===== src/rtl/servo_jog_ctrl.sv =====
// servo_jog_ctrl: multi-channel servo position controller with manual jog (auto-repeat) and handshaked auto seek
//   clk, rst_n          : clock (rising edge), asynchronous active-low reset
//   manual              : 1 = jog switches drive channels, 0 = automatic target seek
//   i_left, i_right     : per-channel jog switches (asynchronous, synchronised here)
//   target_valid/ready  : valid/ready handshake for target_pos
//   target_pos, o_pos   : packed per-channel positions, channel k at [k*POS_W +: POS_W]
//   o_at_limit          : per-channel position equals POS_MIN or POS_MAX
//   o_busy, o_done      : any channel active / one-cycle pulse when an auto seek completes
module servo_jog_ctrl #(
  parameter int CHANNELS   = 2,
  parameter int POS_W      = 12,
  parameter int STEP       = 8,
  parameter int POS_MIN    = 100,
  parameter int POS_MAX    = 4000,
  parameter int POS_INIT   = 2048,
  parameter int REPEAT_CYC = 4
) (
  input  logic                      clk,
  input  logic                      rst_n,
  input  logic                      manual,
  input  logic [CHANNELS-1:0]       i_left,
  input  logic [CHANNELS-1:0]       i_right,
  input  logic                      target_valid,
  output logic                      target_ready,
  input  logic [CHANNELS*POS_W-1:0] target_pos,
  output logic [CHANNELS*POS_W-1:0] o_pos,
  output logic [CHANNELS-1:0]       o_at_limit,
  output logic                      o_busy,
  output logic                      o_done
);
  localparam int CW = $clog2(REPEAT_CYC + 1);
  localparam logic [CW-1:0] RLD = CW'(REPEAT_CYC - 1);
  localparam logic [POS_W-1:0] PMIN = POS_W'(POS_MIN);
  localparam logic [POS_W-1:0] PMAX = POS_W'(POS_MAX);
  localparam logic [POS_W-1:0] PINIT = POS_W'(POS_INIT);
  localparam logic [POS_W:0] STW = (POS_W + 1)'(STEP);
  localparam logic [POS_W:0] MINW = (POS_W + 1)'(POS_MIN);
  localparam logic [POS_W:0] MAXW = (POS_W + 1)'(POS_MAX);
  typedef enum logic [1:0] {IDLE, LEFT, RIGHT, SEEK} state_t;
  logic [1:0] man_q;
  logic [CHANNELS-1:0] l_q, l_s, r_q, r_s, busy, seek, nidle;
  logic man_s, acc;
  assign man_s = man_q[1];
  assign acc = target_valid && target_ready && !man_s;
  assign o_busy = |busy;
  for (genvar g = 0; g < CHANNELS; g++) begin : g_ch
    state_t st, ns;
    logic [CW-1:0] cnt, cnt_n;
    logic [POS_W-1:0] pos, pos_n, tgt, tc, tin;
    logic [POS_W:0] pw, ew, dw, mv;
    logic step;
    assign tin = target_pos[g*POS_W +: POS_W];
    assign tc = tin < PMIN ? PMIN : (tin > PMAX ? PMAX : tin);
    // Arithmetic is one bit wider so pos-STEP / pos+STEP cannot wrap before saturation.
    always_comb begin
      pw = {1'b0, pos};
      ew = {1'b0, acc ? tc : tgt};
      dw = ew > pw ? ew - pw : pw - ew;
      mv = dw > STW ? STW : dw;
      ns = IDLE;
      step = 1'b0;
      pos_n = pos;
      if (man_s) begin
        ns = (l_s[g] && !r_s[g]) ? LEFT : ((r_s[g] && !l_s[g]) ? RIGHT : IDLE);
        step = ns != IDLE && (ns != st || cnt == '0);
        if (step)
          pos_n = ns == LEFT ? POS_W'(pw >= MINW + STW ? pw - STW : MINW)
                             : POS_W'(pw + STW > MAXW ? MAXW : pw + STW);
      end else if (acc || st == SEEK) begin
        // acceptance applies the first seek step on the same edge
        step = acc ? dw != '0 : cnt == '0;
        if (step)
          pos_n = POS_W'(ew > pw ? pw + mv : pw - mv);
        ns = pos_n == ew[POS_W-1:0] ? IDLE : SEEK;
      end
      cnt_n = ns == IDLE ? '0 : (step ? RLD : cnt - CW'(1));
    end
    always_ff @(posedge clk or negedge rst_n)
      if (!rst_n) begin
        st  <= IDLE;
        cnt <= '0;
        pos <= PINIT;
        tgt <= PINIT;
      end else begin
        st  <= ns;
        cnt <= cnt_n;
        pos <= pos_n;
        tgt <= acc ? tc : tgt;
      end
    assign o_pos[g*POS_W +: POS_W] = pos;
    assign o_at_limit[g] = pos == PMIN || pos == PMAX;
    assign busy[g] = st != IDLE;
    assign seek[g] = st == SEEK;
    assign nidle[g] = ns == IDLE;
  end
  // done fires when an accepted seek leaves every channel idle without a manual abort
  always_ff @(posedge clk or negedge rst_n)
    if (!rst_n) begin
      man_q        <= '0;
      l_q          <= '0;
      l_s          <= '0;
      r_q          <= '0;
      r_s          <= '0;
      target_ready <= 1'b0;
      o_done       <= 1'b0;
    end else begin
      man_q        <= {man_q[0], manual};
      l_q          <= i_left;
      l_s          <= l_q;
      r_q          <= i_right;
      r_s          <= r_q;
      target_ready <= !man_s && &nidle && !acc;
      o_done       <= !man_s && (acc || |seek) && &nidle;
    end
endmodule


===== config.mk =====
export PLATFORM = sky130hd
export DESIGN_NAME = servo_jog_ctrl
export DESIGN_NICKNAME = d
export VERILOG_FILES = /design/src/rtl/servo_jog_ctrl.sv
export SDC_FILE = /design/constraint.sdc
export NUM_CORES = 1
export LEC_CHECK = 0
export BUFFER_PORTS_ARGS = -buffer_cell sky130_fd_sc_hd__buf_2
export CAP_MARGIN = 20
export CORE_MARGIN = 4
export CORE_UTILIZATION = 50
export DETAILED_ROUTE_END_ITERATION = 7
export PLACE_DENSITY = 0.67
export SLEW_MARGIN = 20
export SYNTH_ARGS = -nofsm -noshare
export SYNTH_HDL_FRONTEND = slang
export SYNTH_SLANG_ARGS = --single-unit

===== constraint.sdc =====
create_clock -name clk -period 7.6 [get_ports clk]
set_input_delay 1.14 -clock clk [delete_from_list [all_inputs] [get_ports clk]]
set_output_delay 1.14 -clock clk [all_outputs]
set_load 0.02 [all_outputs]

* Word-level counts from Yosys, hierarchy flattened *
Index checks and enable logic that the tools add are counted.

storage, ports and cells
  bits in latches = 0
  memories kept = 0
  output and inout port bits = 29
  memory bits (writable) = 0
  memory bits (read-only) = 0
  input port bits = 32
  register bits = 70

cells by class
  multiply operators = 0
  $add $sub $neg = 14
  equal/unequal tests = 14
  bitwise logic cells = 0
  $lt $le $gt $ge = 12
  shifts and indexed selects = 0
  reduce and logical (&&, ||, !) cells = 42
  multiplexer cells = 50
  div/mod/pow operators = 0

operators by type and width
  cell                     count
  $mux W12                 28
  $sub A12 B12 Y13         4
  $add A12 B4 Y13 const B  2
  $gt A13 B12 Y1 const B   2
  $gt A13 B4 Y1 const B    2
  $mux W13                 2
  $reduce_bool A13 Y1      2
  $add A12 B12 Y12         2
  $eq A12 B12 Y1           2
  $eq A12 B12 Y1 const B   2
  $eq A12 B7 Y1 const B    2
  $ge A12 B7 Y1 const B    2
  $gt A12 B12 Y1           2
  $gt A12 B12 Y1 const B   2
  $lt A12 B7 Y1 const B    2
  $sub A12 B12 Y12         2
  $sub A12 B4 Y12 const B  2
  $mux W2                  10
  $logic_and A1 B1 Y1      12
  $mux W3                  4
  $reduce_bool A2 Y1       6
  $logic_or A1 B1 Y1       7
  $logic_not A1 Y1         6
  $logic_not A3 Y1         2
  other kinds (9)          23

* Longest topological paths before layout *
  depth in word-level cells = 21
  mapped depth = 40
  gate-level depth less buffers = 39

* Least setup slack after synthesis *
Ideal clock, no wire load.

  kind = input to register
  from = in target_valid
  to = reg g_ch[1].cnt[2]
  path slack = -0.930 ns
  data arrival time = 8.425 ns
  setup time = 0.105 ns
  data required time = 7.495 ns
  cell stages on the path = 35
  path through = nand3_1 -> clkbuf_1 -> clkbuf_1 -> mux2i_1 -> inv_1 -> ha_1 -> clkbuf_1 -> nand4_1 -> nor3_1 -> mux2i_1 -> o21ai_1 -> mux2i_1 -> xor2_1 -> nor3_1 -> and3_1 -> nand2_1 -> or2_2 -> ha_1 -> nand2_1 -> o31a_1 -> ha_1 -> nor2b_1 -> o21ai_0 -> a21boi_0 -> or4_1 -> a31o_2 -> a21o_1 -> a21oi_1 -> o21bai_1 -> a21oi_1 -> mux2i_1 -> nor3_1 -> xnor2_1 -> and4_1 -> nor4b_1

between the ends
  longest elaborated chain between the ends = 18

ends and longest elaborated chain
  element                                                      RTL line  source
  start: declaration                                           23        input logic target_valid,
  $logic_and A1 B1 Y1 (*) (2 in series)                        44        assign acc = target_valid && target_ready && !man_s;
  $mux W12 (*)                                                 -
  net g_ch[1].ew[8]                                            50        logic [POS_W:0] pw, ew, dw, mv;
  $sub A12 B12 Y13 / $gt A12 B12 Y1 (equally long branches)    58, 73
  $mux W13                                                     58        dw = ew > pw ? ew - pw : pw - ew;
  $gt A13 B4 Y1                                                59        mv = dw > STW ? STW : dw;
  $mux W12                                                     59
  $sub A12 B12 Y12 / $add A12 B12 Y12 (equally long branches)  73        pos_n = POS_W'(ew > pw ? pw + mv : pw - mv);
  (+3 left out)                                                -
  $mux W12                                                     63        if (man_s) begin
  $eq A12 B12 Y1                                               74        ns = pos_n == ew[POS_W-1:0] ? IDLE : SEEK;
  $mux W2                                                      74
  $mux W2                                                      69        end else if (acc || st == SEEK) begin
  $mux W2                                                      63
  $logic_not A2 Y1                                             76        cnt_n = ns == IDLE ? '0 : (step ? RLD : cnt - CW'(1));
  $mux W3 (*)                                                  76
  net g_ch[1].cnt_n[2]                                         48        logic [CW-1:0] cnt, cnt_n;
  end signal: assignment                                       86        cnt <= cnt_n;
  end: declaration                                             48

The timed path passes the listed nets; every way through them passes the cells marked *. The select of a mux whose other input is x is not followed.
A chain may end at the register's enable or synchronous reset.

* Worst setup path in the final report *
  from = in target_pos[2]
  to = reg g_ch[0].cnt[2]

between the ends
  longest elaborated chain between the ends = 19

ends and longest elaborated chain
  element                                                    RTL line  source
  start: declaration                                         25        input logic [CHANNELS*POS_W-1:0] target_pos,
  $gt A12 B12 Y1                                             53        assign tc = tin < PMIN ? PMIN : (tin > PMAX ? PMAX : tin);
  $mux W12                                                   53
  $mux W12 (*)                                               53
  $mux W12 (*)                                               -
  net g_ch[0].ew[0]                                          50
  $sub A12 B12 Y13 / $gt A12 B12 Y1 (equally long branches)  58, 73
  $mux W13                                                   58
  $gt A13 B4 Y1                                              59
  (+5 left out)                                              -
  $mux W12                                                   63
  $eq A12 B12 Y1                                             74
  $mux W2                                                    74
  $mux W2                                                    69
  $mux W2                                                    63
  $logic_not A2 Y1                                           76
  $mux W3 (*)                                                76
  net g_ch[0].cnt_n[2]                                       48
  end signal: assignment                                     86
  end: declaration                                           48

Marks and branches as above.

==> out/results.txt <==
WL met2 = 14900 microns
Min-Delay Path Class = reg2reg
full die area = 19900 sq um
Final GP Congestion = 1.01
share of layout cells above drive strength 1 = 33.0%
via/cell ratio = 6.15
slowest stage cell, crit path = fa_1
crit-path max FO = 4
largest net degree at the start of global routing = 71
chip width = 141 microns
synth warn = 0
CTS Buf Count = 9
DRT iter0 DRCs = 981
metal3 WL = 3210 microns
Post-Layout Cell Count = 1711
via count = 10520
post-route DRC violation count = 0
async set-reset flop share out of synthesis = 100%
Total Wirelength = 33600 microns
most used flip-flop cell after synthesis = dfrtp_1
commonest cells after routing, fill and taps aside = 271 x buf_4, 102 x nand2_1, 94 x nor2_1
Mean Syn Cell Area = 7.44 sq um
RSZ-0062 raised after global routing = yes
final instance area = 12300 sq um
hpwl dp = 25300 microns
endpoints failing setup = 13
CP arrival = 8.31 ns
CP bufs+invs = 3
maximum vdd drop = 0.292 mV
Crit Path Class = in2reg
TritonCTS Sinks = 70
Buffers on Ports = 60
Core Footprint = 17300 sq um
FILL cells = 1379
routed length per instance = 19.7 microns
Layout area overhead = 38.9%
Post-DP Area = 11400 sq um
FF+latch count, synth = 70
most frequent CP cell = o31a_1
nets = 1605
Max Freq = 0.124 GHz
GRT Total Usage = 32.8%
H-tree depth = 3
Hold Violations, Final = 0
Rel. slew slack = 34.3%
first-pass iteration count of the detailed router = 6
skew final = 0.00796 ns
syn nets = 1312
number of diodes = 0
Pleak = 5.72 nW
Post-synth EDFFs = 0
Pwr Total = 0.00654 W
Worst Setup End Kind = flop
failing checks = setup timing
commonest non-fill, non-tap cell in the layout = buf_4
max-slew violations = 0
slack of the critical path = -0.474 ns
max layer used = met4
Final Critical Period = 8.07 ns
Worst Tran Pin Value = 0.972 ns
worst skew pair latency = 0.35 ns
critical path launch point type = input pin
cts hold-fix bufs = 0
area taken by multi-input logic gates = 7210 sq um
num rows = 48
Pwr Density = 533 nW/um^2
register area share after synthesis = 19.9%
Clock transition at path regs = 0.06 ns
Max-Cap Viols = 0
placed cells = 1673
first-pass GRT wire length = 52500 microns
Post-Syn Instances = 1188
dpl ws = -0.966 ns
register area = 1760 sq um
Synth cell types = 80
status = finished, violations left
vias in the first global route = 10042
Clock Tree Root = clkbuf_16
Clock Path Buffers = 2
synthesized area = 8840 sq um
io pins = 61
CTS tree = built
aggregate global routing overflow = 0
Tcrit/Tclk final = 106%
met1 WL = 14900 microns
initial core utilization = 51.1%
Top delay family on crit path = compound AO/OA/AOI/OAI gates
Detail Route Antenna Nets = 0
initial antenna violation count = 0
Die Ht = 141 microns
CP Data Required Time = 7.83 ns
slowest stage delay, CP = 0.43 ns
worst register-to-register path, delay by kind of cell, from the launching register on:
| family | cells | cell delay [ns] |
|---|---|---|
| AOI/OAI and AO/OA | 13 | 2.45 |
| buffers and inverters | 7 | 1.05 |
| xor gates and xnor gates | 2 | 0.20 |
| DFF | 1 | 0.39 |
| adders and majority gates | 3 | 0.99 |
| muxes | 1 | 0.26 |
| and+or+nand+nor | 13 | 1.95 |
path summary, 6_finish.rpt:
kind,from,end,slack [ns],depth (start not counted)
max reg2reg,man_q[1],g_ch[1].cnt[2],0.18,39
min in group asynchronous,rst_n,g_ch[1].tgt[4],0.93,1
min,r_q[1],r_s[1],0.35,0
max,target_pos[2],g_ch[0].cnt[2],-0.47,38
min reg2reg,r_q[1],r_s[1],0.35,0
max in group asynchronous,rst_n,g_ch[0].pos[5],6.03,1
metrics by stage:
stage               TNS (ns)  hold slack [ns]  utilization (%)
global placement       -9.07            0.336             65.7
floorplan             -0.120            0.331                -
global route           -8.23            0.359             71.0
CTS                    -1.89            0.359             69.6
detailed placement    -11.71            0.345             65.7
finish                 -4.34            0.354             71.0
cell usage after synthesis, drive strengths merged (14+ instances only):
library cell,count,area share [%]
a21o,22,1.9
a21oi,90,5.1
a31oi,27,1.9
and2,14,0.99
and3,14,0.99
clkbuf,42,1.8
dfrtp,66,19
ha,86,12
inv,84,3.6
mux2i,27,3.1
nand2,107,4.5
nand2b,16,1.1
nand3,43,2.4
nor2,101,4.3
nor2b,17,1.3
nor3,38,2.2
o21a,19,1.7
o21ai,102,5.8
o22ai,15,1.1
xnor2,46,4.6
routing by layer:
layer,vias to the layer above,global-route usage [%]
li1,4916,-
met1,4977,47.9
met2,564,51.4
met3,63,4.78
met4,0,7.45
met5,-,0
state kept, by name, indices dropped and copies added (netlist names):
name and flops:
l_q 2, g_ch.st 4, g_ch.pos 24, man_q 2
r_s 2, l_s 2, target_ready 1, g_ch.tgt 24
g_ch.cnt 6, o_done 1, r_q 2
kinds of logic after synthesis:
family / synth area share (%)
AO/OA/AOI/OAI: 27.9
buffers and inverters: 6.04
XOR/XNOR: 5.75
multiplexers: 3.18
flip-flops: 19.9
adder cells (fa/ha/maj): 13.6
AND/OR/NAND/NOR: 23.6
cell type report:
class	count	share of cell area, %
inverter	87	2.68
timing repair buffer	334	19.6
multi-input combinational	979	58.8
tap	225	2.29
sequential	70	14.3
clock inverter	6	0.510
clock buffer	10	1.87
power breakdown:
part | leakage [nW] | internal, W | total [W] | switching, W
Combinational | 4.74 | 0.00253 | 0.00555 | 0.00302
Sequential | 0.847 | 0.000472 | 0.000563 | 0.0000904
Clock | 0.134 | 0.000253 | 0.000431 | 0.000178
what timing repair did:
action / 4_1_cts / 5_1_grt
setup endpoints to repair: 15 / 18
pin swaps: 11 / 21
gates resized for setup: 63 / 39
endpoints found under the hold margin: 0 / 0
setup buffers: 14 / 10
Note: power is estimated with default switching activity, not from simulation.
